<file path="src/rtl/pll_rst_gen.sv">
// PLL reset sequencer: pulses the PLL reset on lock timeout and holds the system in reset
// until a synchronized lock has been stable for STABLE_CYCLES clocks.
module pll_rst_gen #(
  parameter int unsigned STABLE_CYCLES  = 1024,
  parameter int unsigned LOCK_TIMEOUT   = 65535,
  parameter int unsigned PLL_RST_CYCLES = 16
) (
  input  logic       clk,
  input  logic       rst_n,
  input  logic       pll_lock,
  output logic       pll_rst,
  output logic       sys_rst_n,
  output logic [1:0] rst_state,
  output logic [7:0] lock_loss_cnt,
  output logic [7:0] retry_cnt
);

  localparam int unsigned MaxSt     = (STABLE_CYCLES > LOCK_TIMEOUT) ? STABLE_CYCLES
                                                                     : LOCK_TIMEOUT;
  localparam int unsigned MaxCycles = (MaxSt > PLL_RST_CYCLES) ? MaxSt : PLL_RST_CYCLES;
  localparam int unsigned CntW      = (MaxCycles > 1) ? $clog2(MaxCycles) : 1;

  localparam logic [CntW-1:0] StableLast  = CntW'(STABLE_CYCLES - 1);
  localparam logic [CntW-1:0] TimeoutLast = CntW'(LOCK_TIMEOUT - 1);
  localparam logic [CntW-1:0] PllRstLast  = CntW'(PLL_RST_CYCLES - 1);

  typedef enum logic [1:0] {
    StWaitLock = 2'd0,
    StStable   = 2'd1,
    StRun      = 2'd2,
    StPllRst   = 2'd3
  } state_e;

  state_e          state_q, state_d;
  logic [CntW-1:0] cnt_q, cnt_d;
  logic [1:0]      sync_q;
  logic [7:0]      loss_q, loss_d;
  logic [7:0]      retry_q, retry_d;
  logic            sys_rst_n_q, pll_rst_q;
  logic            lock_s;

  assign lock_s = sync_q[1];

  always_comb begin
    state_d = state_q;
    cnt_d   = cnt_q;
    loss_d  = loss_q;
    retry_d = retry_q;
    unique case (state_q)
      StWaitLock: begin
        // Lock wins over a coincident timeout.
        if (lock_s) begin
          state_d = StStable;
        end else if (cnt_q == TimeoutLast) begin
          state_d = StPllRst;
        end else begin
          cnt_d = cnt_q + CntW'(1);
        end
      end
      StStable: begin
        if (!lock_s) begin
          state_d = StWaitLock;
        end else if (cnt_q == StableLast) begin
          state_d = StRun;
        end else begin
          cnt_d = cnt_q + CntW'(1);
        end
      end
      StRun: begin
        if (!lock_s) begin
          state_d = StWaitLock;
          if (loss_q != 8'hff) loss_d = loss_q + 8'd1;
        end
      end
      StPllRst: begin
        if (cnt_q == PllRstLast) begin
          state_d = StWaitLock;
          if (retry_q != 8'hff) retry_d = retry_q + 8'd1;
        end else begin
          cnt_d = cnt_q + CntW'(1);
        end
      end
    endcase
    if (state_d != state_q) cnt_d = '0;
  end

  // Reset outputs are registered from the next state so they track the state flop exactly.
  always_ff @(posedge clk or negedge rst_n) begin
    if (!rst_n) begin
      state_q     <= StWaitLock;
      cnt_q       <= '0;
      sync_q      <= 2'b00;
      loss_q      <= 8'd0;
      retry_q     <= 8'd0;
      sys_rst_n_q <= 1'b0;
      pll_rst_q   <= 1'b0;
    end else begin
      state_q     <= state_d;
      cnt_q       <= cnt_d;
      sync_q      <= {sync_q[0], pll_lock};
      loss_q      <= loss_d;
      retry_q     <= retry_d;
      sys_rst_n_q <= (state_d == StRun);
      pll_rst_q   <= (state_d == StPllRst);
    end
  end

  assign rst_state     = state_q;
  assign sys_rst_n     = sys_rst_n_q;
  assign pll_rst       = pll_rst_q;
  assign lock_loss_cnt = loss_q;
  assign retry_cnt     = retry_q;

endmodule

</file>
<file path="config.mk">
export PLATFORM = sky130hd
export DESIGN_NAME = pll_rst_gen
export DESIGN_NICKNAME = d
export VERILOG_FILES = /design/src/rtl/pll_rst_gen.sv
export SDC_FILE = /design/constraint.sdc
export NUM_CORES = 1
export LEC_CHECK = 0
export BUFFER_PORTS_ARGS = -buffer_cell sky130_fd_sc_hd__buf_4
export CAP_MARGIN = 20
export CELL_PAD_IN_SITES_DETAIL_PLACEMENT = 1
export CELL_PAD_IN_SITES_GLOBAL_PLACEMENT = 2
export CORE_MARGIN = 8
export CORE_UTILIZATION = 37
export DETAILED_ROUTE_END_ITERATION = 10
export PLACE_DENSITY = 0.84
export SYNTH_ARGS = -nofsm -noshare
export SYNTH_HDL_FRONTEND = slang
export SYNTH_SLANG_ARGS = --single-unit
</file>
<file path="constraint.sdc">
create_clock -name clk -period 2.4 [get_ports clk]
set_input_delay 0.12 -clock clk [delete_from_list [all_inputs] [get_ports clk]]
set_output_delay 0.12 -clock clk [all_outputs]
set_load 0.01 [all_outputs]
</file>
## Yosys cells after proc, flatten, opt, wreduce, memory -nomap -nowiden

Index checks and enable logic that the tools add are counted.

| storage, ports and cells | value |
|---|---|
| logic and storage cells | 46 |
| input port bits | 3 |
| register bits | 38 |
| output and inout port bits | 20 |

| operators by class | value |
|---|---|
| eq/ne operators | 16 |
| reduce and logical (&&, ||, !) cells | 5 |
| add/subtract/negate cells | 3 |
| bitwise operators | 1 |
| multiplexer cells | 14 |

Operator list:

| operator | number |
|---|---|
| $mux W16 | 6 |
| $pmux W16 S3 | 1 |
| $add A16 B1 Y16 const B | 1 |
| $add A8 B1 Y8 const B | 2 |
| $eq A16 B10 Y1 const B | 1 |
| $eq A16 B16 Y1 const B | 1 |
| $eq A16 B4 Y1 const B | 1 |
| $ne A8 B8 Y1 const B | 2 |
| $ne A3 B3 Y1 const B | 5 |
| $mux W2 | 6 |
| $eq A2 B2 Y1 const B | 4 |
| $pmux W2 S4 | 1 |
| $reduce_and A3 Y1 | 2 |
| $reduce_and A6 Y1 | 1 |
| $reduce_bool A4 Y1 | 1 |
| $eq A2 B1 Y1 const B | 1 |
| $logic_not A2 Y1 | 1 |
| $ne A2 B2 Y1 | 1 |
| $not A1 Y1 | 1 |

## Logic depth before layout (Yosys ltp)

Gate-level depths: netlist of run 1.

| depth | value |
|---|---|
| depth in word-level cells | 7 |
| mapped depth | 9 |
| mapped depth without buffers | 8 |

## Worst setup path before layout of run 1

Ideal clock, no wire load.

| timing | value |
|---|---|
| kind | reg2reg |
| from | reg loss_q[0], in the netlist lock_loss_cnt[0] |
| to | reg loss_q[5], in the netlist lock_loss_cnt[5] |
| required time | 2274 ps |
| setup time | 126 ps |
| clock period less this slack | 2115 ps |
| setup slack | 285 ps |
| arrival | 1989 ps |
| stages on the path, launching flop included | 8 |
| buffers on the path | 0 |
| cells stage by stage | dfrtp_1 > ha_1 > and3_1 > a311oi_1 > nand4_1 > nor2_1 > nand2_1 > xnor2_1 |

| on the way | value |
|---|---|
| word-level cells in the longest chain between the ends | 2 |
| elaborated cells between the ends (all ways) | 3 |
| classes of those cells | add/sub (1); eq/ne (1); reduce/logical (1) |

RTL lines:

| element | line | RTL |
|---|---|---|
| start: declaration | 37 | `logic [7:0] loss_q, loss_d;` |
| start signal: assignment | 101 | `loss_q <= loss_d;` |
| parallel branches: the longest is 2 deep, another holds $add A8 B1 Y8 | n/a |  |

Parallel ways; which one is timed is not known.
A chain may end at the register's enable or synchronous reset.

## Worst setup path after layout of run 1

| timing | value |
|---|---|
| from | reg cnt_q[11] |
| to | reg cnt_q[12] |

| on the way | value |
|---|---|
| word-level cells in the longest chain between the ends | 7 |
| elaborated cells between the ends (all ways) | 25 |
| classes of those cells | add/sub (1); eq/ne (9); mux (13); reduce/logical (2) |

RTL lines:

| element | line | RTL |
|---|---|---|
| start: declaration | 35 | `logic [CntW-1:0] cnt_q, cnt_d;` |
| start signal: assignment | 99 | `cnt_q <= cnt_d;` |
| $eq A16 B10 Y1 / $eq A16 B16 Y1 (equally long branches) | 63, 54 |  |
| $mux W2, on equally long branches | 63, 54 |  |
| $mux W2, on equally long branches | 61, 52 |  |
| $pmux W2 S4 | 49 | `unique case (state_q)` |
| $ne A2 B2 Y1 | 84 | `if (state_d != state_q) cnt_d = '0;` |
| $ne A3 B3 Y1 (no line) / $reduce_bool A4 Y1 (equally long branches) | n/a |  |
| $reduce_and A6 Y1 (no line) | n/a |  |

Several ways; a longest one is shown, not always the timed one. The select of a mux whose other input is x is not followed.

==> flow_summary.json, run 1 <==
{
  "outcome": "completed",
  "drt_iter0_drc": 38,
  "min_path_type": "input pin to async pin",
  "finalHoldViolCount": 0,
  "cp.arrival_ns": 2.49,
  "cp_data_required_time_ns": 2.58,
  "numCtsBuffers": 5,
  "dpl.hpwl_mm": 3.578,
  "cts_tree": "done",
  "max_slew_margin": 0.6343,
  "endpoint_kind": "register",
  "final_common_cell": "buf_4",
  "clock_latency_ns": 0.29,
  "cp_max_fo": 6,
  "die_x_um": 89.67,
  "route.detailed.drc": 0,
  "cts_max_path_buffers": 2,
  "start_util": 0.3739,
  "areaGrowthSynthToFinish_pct": 27.85,
  "fmax_mhz": 433.0,
  "numPortBuffers": 22,
  "grt_max_degree": 39,
  "synthFlopType": "dfrtp_1",
  "wirelength_mm": 5.001,
  "leakage_uw": 0.001168,
  "worstSetupPathType": "register to register",
  "grt_use_total": 0.1344,
  "path_clk_slew_ns": 0.08,
  "yosysSeqAreaShare": 0.4735,
  "worstSetupStartpointType": "register",
  "ys_async_sr_fraction": 1.000,
  "dieHeight_um": 89.67,
  "drv_cap": 0,
  "period_needed_ns": 2.309,
  "syn-num-nets": 210,
  "ant_nets": 0,
  "setup_violations": 0,
  "vias": 1672,
  "layout_setup_ws_ns": 0.09071,
  "post-route-util": 0.4780,
  "dieArea_sq_mm": 0.008041,
  "yosys_register_bits": 38,
  "power-per-cell-area_mw_per_mm2": 719.3,
  "grt-ovfl-total": 0,
  "final_cell_mix": "buf_4 (43), dfrtp_1 (38), nand2_1 (20)",
  "fin_crit_sh": 0.9622,
  "num_rows": 27,
  "syn-cell-area_sq_mm": 0.002008,
  "nets": 259,
  "post-place-ws_ns": 0.08313,
  "clock-sinks": 38,
  "antenna_found_initial": 0,
  "holdWs_ns": 0.3373,
  "drive_gt1_frac": 0.2621,
  "grt_pass1_vias": 1749,
  "cts_max_level": 2,
  "synth-edff-count": 0,
  "wl_per_cell_um": 15.63,
  "ir_drop_uv": 412.2,
  "coreArea_sq_mm": 0.005371,
  "num_antenna_cells": 0,
  "cts-root-buf": "clkbuf_8",
  "skew_ns": 0.005938,
  "ios": 23,
  "first_pass_iters": 4,
  "slew_viol_final": 0,
  "yosys.cell_types.count": 39,
  "syn_area_per_cell_sq_um": 10.09,
  "max_slew.worst_pin.slew_ns": 0.5444,
  "viasPerCell": 5.225,
  "gp_congestion": 0.7722,
  "synthCells": 199,
  "yosysWarnings": 0,
  "grt_pass1_wl_mm": 8.314
}
[cells in the mapped netlist, types with 3 or more instances]
library cell	count	area share
nand2_1	20	0.037
or4_1	4	0.015
nor3_1	4	0.010
ha_1	8	0.050
and3_1	6	0.019
xnor2_1	13	0.057
a21oi_1	11	0.027
o21ai_0	10	0.025
or2_2	3	0.0093
inv_1	7	0.013
or3_1	7	0.022
xor2_1	6	0.026
dfrtp_1	38	0.47
nand4_1	12	0.037
nand3_1	9	0.022
o31ai_1	3	0.011
nor2_1	12	0.022
[critical path, stage by stage (launching register included)]
cell,delay [ns]
dfrtp_1,0.40
or4_4,0.56
nor4_4,0.27
buf_4,0.19
a21boi_2,0.08
nor4_1,0.26
a221o_2,0.26
buf_4,0.16
a21oi_1,0.04
[per-stage QoR]
| stage | cells | cell area (sq um) | power [uW] | TNS [ns] |
|---|---|---|---|---|
| finish | 320 | 2567 | 1847 | 0 |
| global route | 320 | 2567 | 1955 | -0.03586 |
| CTS | 315 | 2505 | 1815 | 0 |
| detailed placement | 306 | 2372 | 1238 | 0 |
| global placement | 306 | 2372 | 1234 | 0 |
| floorplan | 199 | 2008 | 1028 | 0 |
[worst paths after layout]
path / from / endpoint / slack, ns / depth (start not counted)
max: cnt_q[11]$_DFFE_PN0P_ / cnt_q[12]$_DFFE_PN0P_ / 0.09 / 8
min: rst_n / cnt_q[15]$_DFFE_PN0P_ / 0.34 / 2
max reg2reg: cnt_q[11]$_DFFE_PN0P_ / cnt_q[12]$_DFFE_PN0P_ / 0.09 / 8
min reg2reg: sync_q[0]$_DFF_PN0_ / sync_q[1]$_DFF_PN0_ / 0.38 / 0
max in group asynchronous: rst_n / cnt_q[4]$_DFFE_PN0P_ / 1.71 / 2
min in group clk: sync_q[0]$_DFF_PN0_ / sync_q[1]$_DFF_PN0_ / 0.38 / 0
[cell type report]
cell class,instances,area (sq um)
clock buffers,6,82.58
clock inverters,1,30.03
fillers,604,2804
inverters,7,26.28
multi-input cells,150,1025
flip-flops and latches,38,950.9
well taps,72,90.09
repair buffers,46,362.8
[sequential cells by signal (all words and copies together) (netlist names)]
name	flops
rst_state	2
pll_rst	1
cnt_q	16
sync_q	2
retry_cnt	8
lock_loss_cnt	8
sys_rst_n	1
[power breakdown]
group          switching [uW]  internal, uW  leakage [uW]
Sequential               29.2           673      0.000522
Combinational             306           277      0.000589
Clock                     230           333     0.0000573
[timing repair]
item	in CTS	in global routing
setup endpoints to repair	0	13
gates resized for setup	0	4
hold buffers	2	0
buffers inserted	0	5
hold endpoints to repair	39	0
[cells by family (layout without fill, tap and decap cells)]
kind of cell,after synthesis,in the layout,synth area share
and+or+nand+nor,85,85,0.2355
muxes,2,2,0.01121
AOI/OAI and AO/OA,36,36,0.1184
DFF,38,38,0.4735
buffers and inverters,11,60,0.02866
xor gates and xnor gates,19,19,0.08287
adders and majority gates,8,8,0.04985
[per-layer routing]
metal	track usage	vias up	routed length, um
met5	0	-	0
met4	0.04683	0	78
met3	0.03640	8	147
met2	0.2226	17	2520
met1	0.1636	834	2254
li1	-	813	-
(Power assumes the default switching activity.)
==> inputs of run 2 (changes only) <==
- SETUP_SLACK_MARGIN: not set -> 0.5
==> run 2 against run 1 <==
Against the previous run:
- count of clock-buffer cells in the layout unchanged
- largest cell class unchanged
- critical path type unchanged
- maximum frequency up 0.27%
- final cell count grew 7.5%
- combinational power increased by 41%
- register-to-register slack hardly changed
- flip-flop and latch count stayed put
- cell area increased by 16%
- total power rose by 20%
- highest routed layer unchanged
- clock power up 22%
- largest power group is now combinational cells
==> flow_summary.json, run 2 (synthesized netlist as in run 1, its figures left out) <==
{
  "final_common_cell": "buf_4",
  "period_needed_ns": 2.303,
  "leakage_uw": 0.001307,
  "wl_per_cell_um": 18.68,
  "internal_power_uw": 1524,
  "post-route-util": 0.5560,
  "p_sw_uw": 698.8,
  "numPortBuffers": 22,
  "cts_tree": "done",
  "cts_max_level": 2,
  "final_cell_mix": "buf_4 (59), dfrtp_1 (33), nand2_1 (17)",
  "drt_iter0_drc": 55,
  "min_path_type": "input pin to async pin",
  "vias": 1853,
  "grt_pass1_vias": 1884,
  "grt_max_degree": 39,
  "gp_congestion": 0.8941,
  "path_clk_slew_ns": 0.08,
  "antenna_found_initial": 0,
  "grt_busiest_layer": "met2",
  "cp_data_required_time_ns": 2.58,
  "fin_setup_tns_ns": 0,
  "endpoint_kind": "register",
  "regMostFlops": "cnt_q",
  "coreArea_sq_mm": 0.005371,
  "clock_latency_ns": 0.30,
  "power_frac_comb": 0.369,
  "fin_crit_sh": 0.9596,
  "outcome": "completed",
  "slew_viol_final": 0,
  "finalHoldViolCount": 0,
  "max_slew.worst_pin.slew_ns": 0.5104,
  "fmax_mhz": 434.2,
  "clock-sinks": 38,
  "start_util": 0.3739,
  "first_pass_iters": 4,
  "p_total_uw": 2223,
  "num_antenna_cells": 0,
  "grt_use_met2": 0.2680,
  "p_clk_frac": 0.309,
  "numCtsBuffers": 5,
  "largest_register_ffs": 16,
  "worstSetupStartpointType": "register",
  "rsz0062_at_grt": "true",
  "use_met1": 0.1869,
  "drive_gt1_frac": 0.4522,
  "fill_cells": 582,
  "cts-root-buf": "clkbuf_8",
  "ant_nets": 0,
  "setup_violations": 0,
  "post-place-ws_ns": 0.06175,
  "ios": 23,
  "cts_max_path_buffers": 2,
  "grt_pass1_wl_mm": 9.418,
  "drv_cap": 0,
  "route.detailed.drc": 0,
  "use_met3": 0.03185,
  "cp.arrival_ns": 2.49,
  "nets": 282,
  "areaGrowthSynthToFinish_pct": 48.72,
  "dieArea_sq_mm": 0.008041,
  "power-per-cell-area_mw_per_mm2": 744.2,
  "viasPerCell": 5.387,
  "layout_setup_ws_ns": 0.09704,
  "num_rows": 27,
  "worstSetupPathType": "register to register",
  "wirelength_mm": 6.425,
  "die_x_um": 89.67,
  "ir_drop_uv": 355.0,
  "dpl.hpwl_mm": 3.705,
  "skew_ns": 0.007527,
  "sequentialPowerShare": 0.322,
  "dieHeight_um": 89.67,
  "cp_max_fo": 8,
  "max_slew_margin": 0.6598,
  "grt-ovfl-total": 0,
  "grt_use_total": 0.1568,
  "swShare": 0.3144
}
run 2: routing by layer:
layer	vias to the layer above	share of wire
met4	0	0.024
met2	35	0.51
met5	-	0
met3	12	0.031
li1	860	-
met1	946	0.43
run 2: final cells by class:
| cell class | count | area (sq um) | share of cell area |
|---|---|---|---|
| Timing Repair Buffer | 69 | 570.5 | 0.1910 |
| Clock buffer | 6 | 82.58 | 0.02765 |
| Inverter | 7 | 28.78 | 0.009636 |
| Tap cell | 72 | 90.09 | 0.03016 |
| Sequential cell | 38 | 957.2 | 0.3205 |
| Multi-Input combinational cell | 150 | 1197 | 0.4009 |
| Clock inverter | 2 | 60.06 | 0.02011 |
run 2: worst paths after layout:
| path | startpoint | slack [ns] | cells past startpoint | to |
|---|---|---|---|---|
| worst max register to register | rst_state[1]$_DFF_PN0_ | 0.1 | 10 | cnt_q[9]$_DFFE_PN0P_ |
| min in group clk | sync_q[0]$_DFF_PN0_ | 0.37 | 0 | sync_q[1]$_DFF_PN0_ |
| worst min-delay path | rst_n | 0.33 | 2 | cnt_q[15]$_DFFE_PN0P_ |
| worst max-delay path | rst_state[1]$_DFF_PN0_ | 0.1 | 10 | cnt_q[9]$_DFFE_PN0P_ |
| worst min register to register | sync_q[0]$_DFF_PN0_ | 0.37 | 0 | sync_q[1]$_DFF_PN0_ |
| max in group asynchronous | rst_n | 1.69 | 2 | rst_state[0]$_DFF_PN0_ |
run 2: critical path, cell delays in order, from the launching register on:
cell and delay, ns:
dfrtp_2 0.48, inv_2 0.15, ha_4 0.18, nand2_1 0.15, o21bai_1 0.27, o221ai_4 0.15
nand3_4 0.17, buf_4 0.18, buf_4 0.14, o31ai_4 0.25, a21oi_2 0.08
run 2: timing repair:
item / in CTS / in global routing
setup endpoints to repair: 30 / 32
resized for setup: 17 / 24
pin swaps: 10 / 15
hold endpoints to repair: 39 / 0
buffers inserted: 19 / 16
hold buffers: 2 / 0
run 2: per-stage QoR:
step / instances / hold slack (ns) / cell area (sq um)
2_1_floorplan: 199 / -0.1756 / 2054
3_3_place_gp: 299 / 0.1228 / 2365
3_5_place_dp: 299 / 0.1277 / 2365
4_1_cts: 328 / 0.3478 / 2738
5_1_grt: 344 / 0.3705 / 2987
6_report: 344 / 0.3293 / 2987
run 2: power groups by stage:
stage | clock network, uW | registers [uW] | logic [uW]
5_1_grt | 718 | 719 | 879
6_report | 687 | 715 | 821
3_5_place_dp | 0 | 722 | 460
3_3_place_gp | 0 | 720 | 458
2_1_floorplan | 0 | 722 | 325
4_1_cts | 704 | 711 | 613
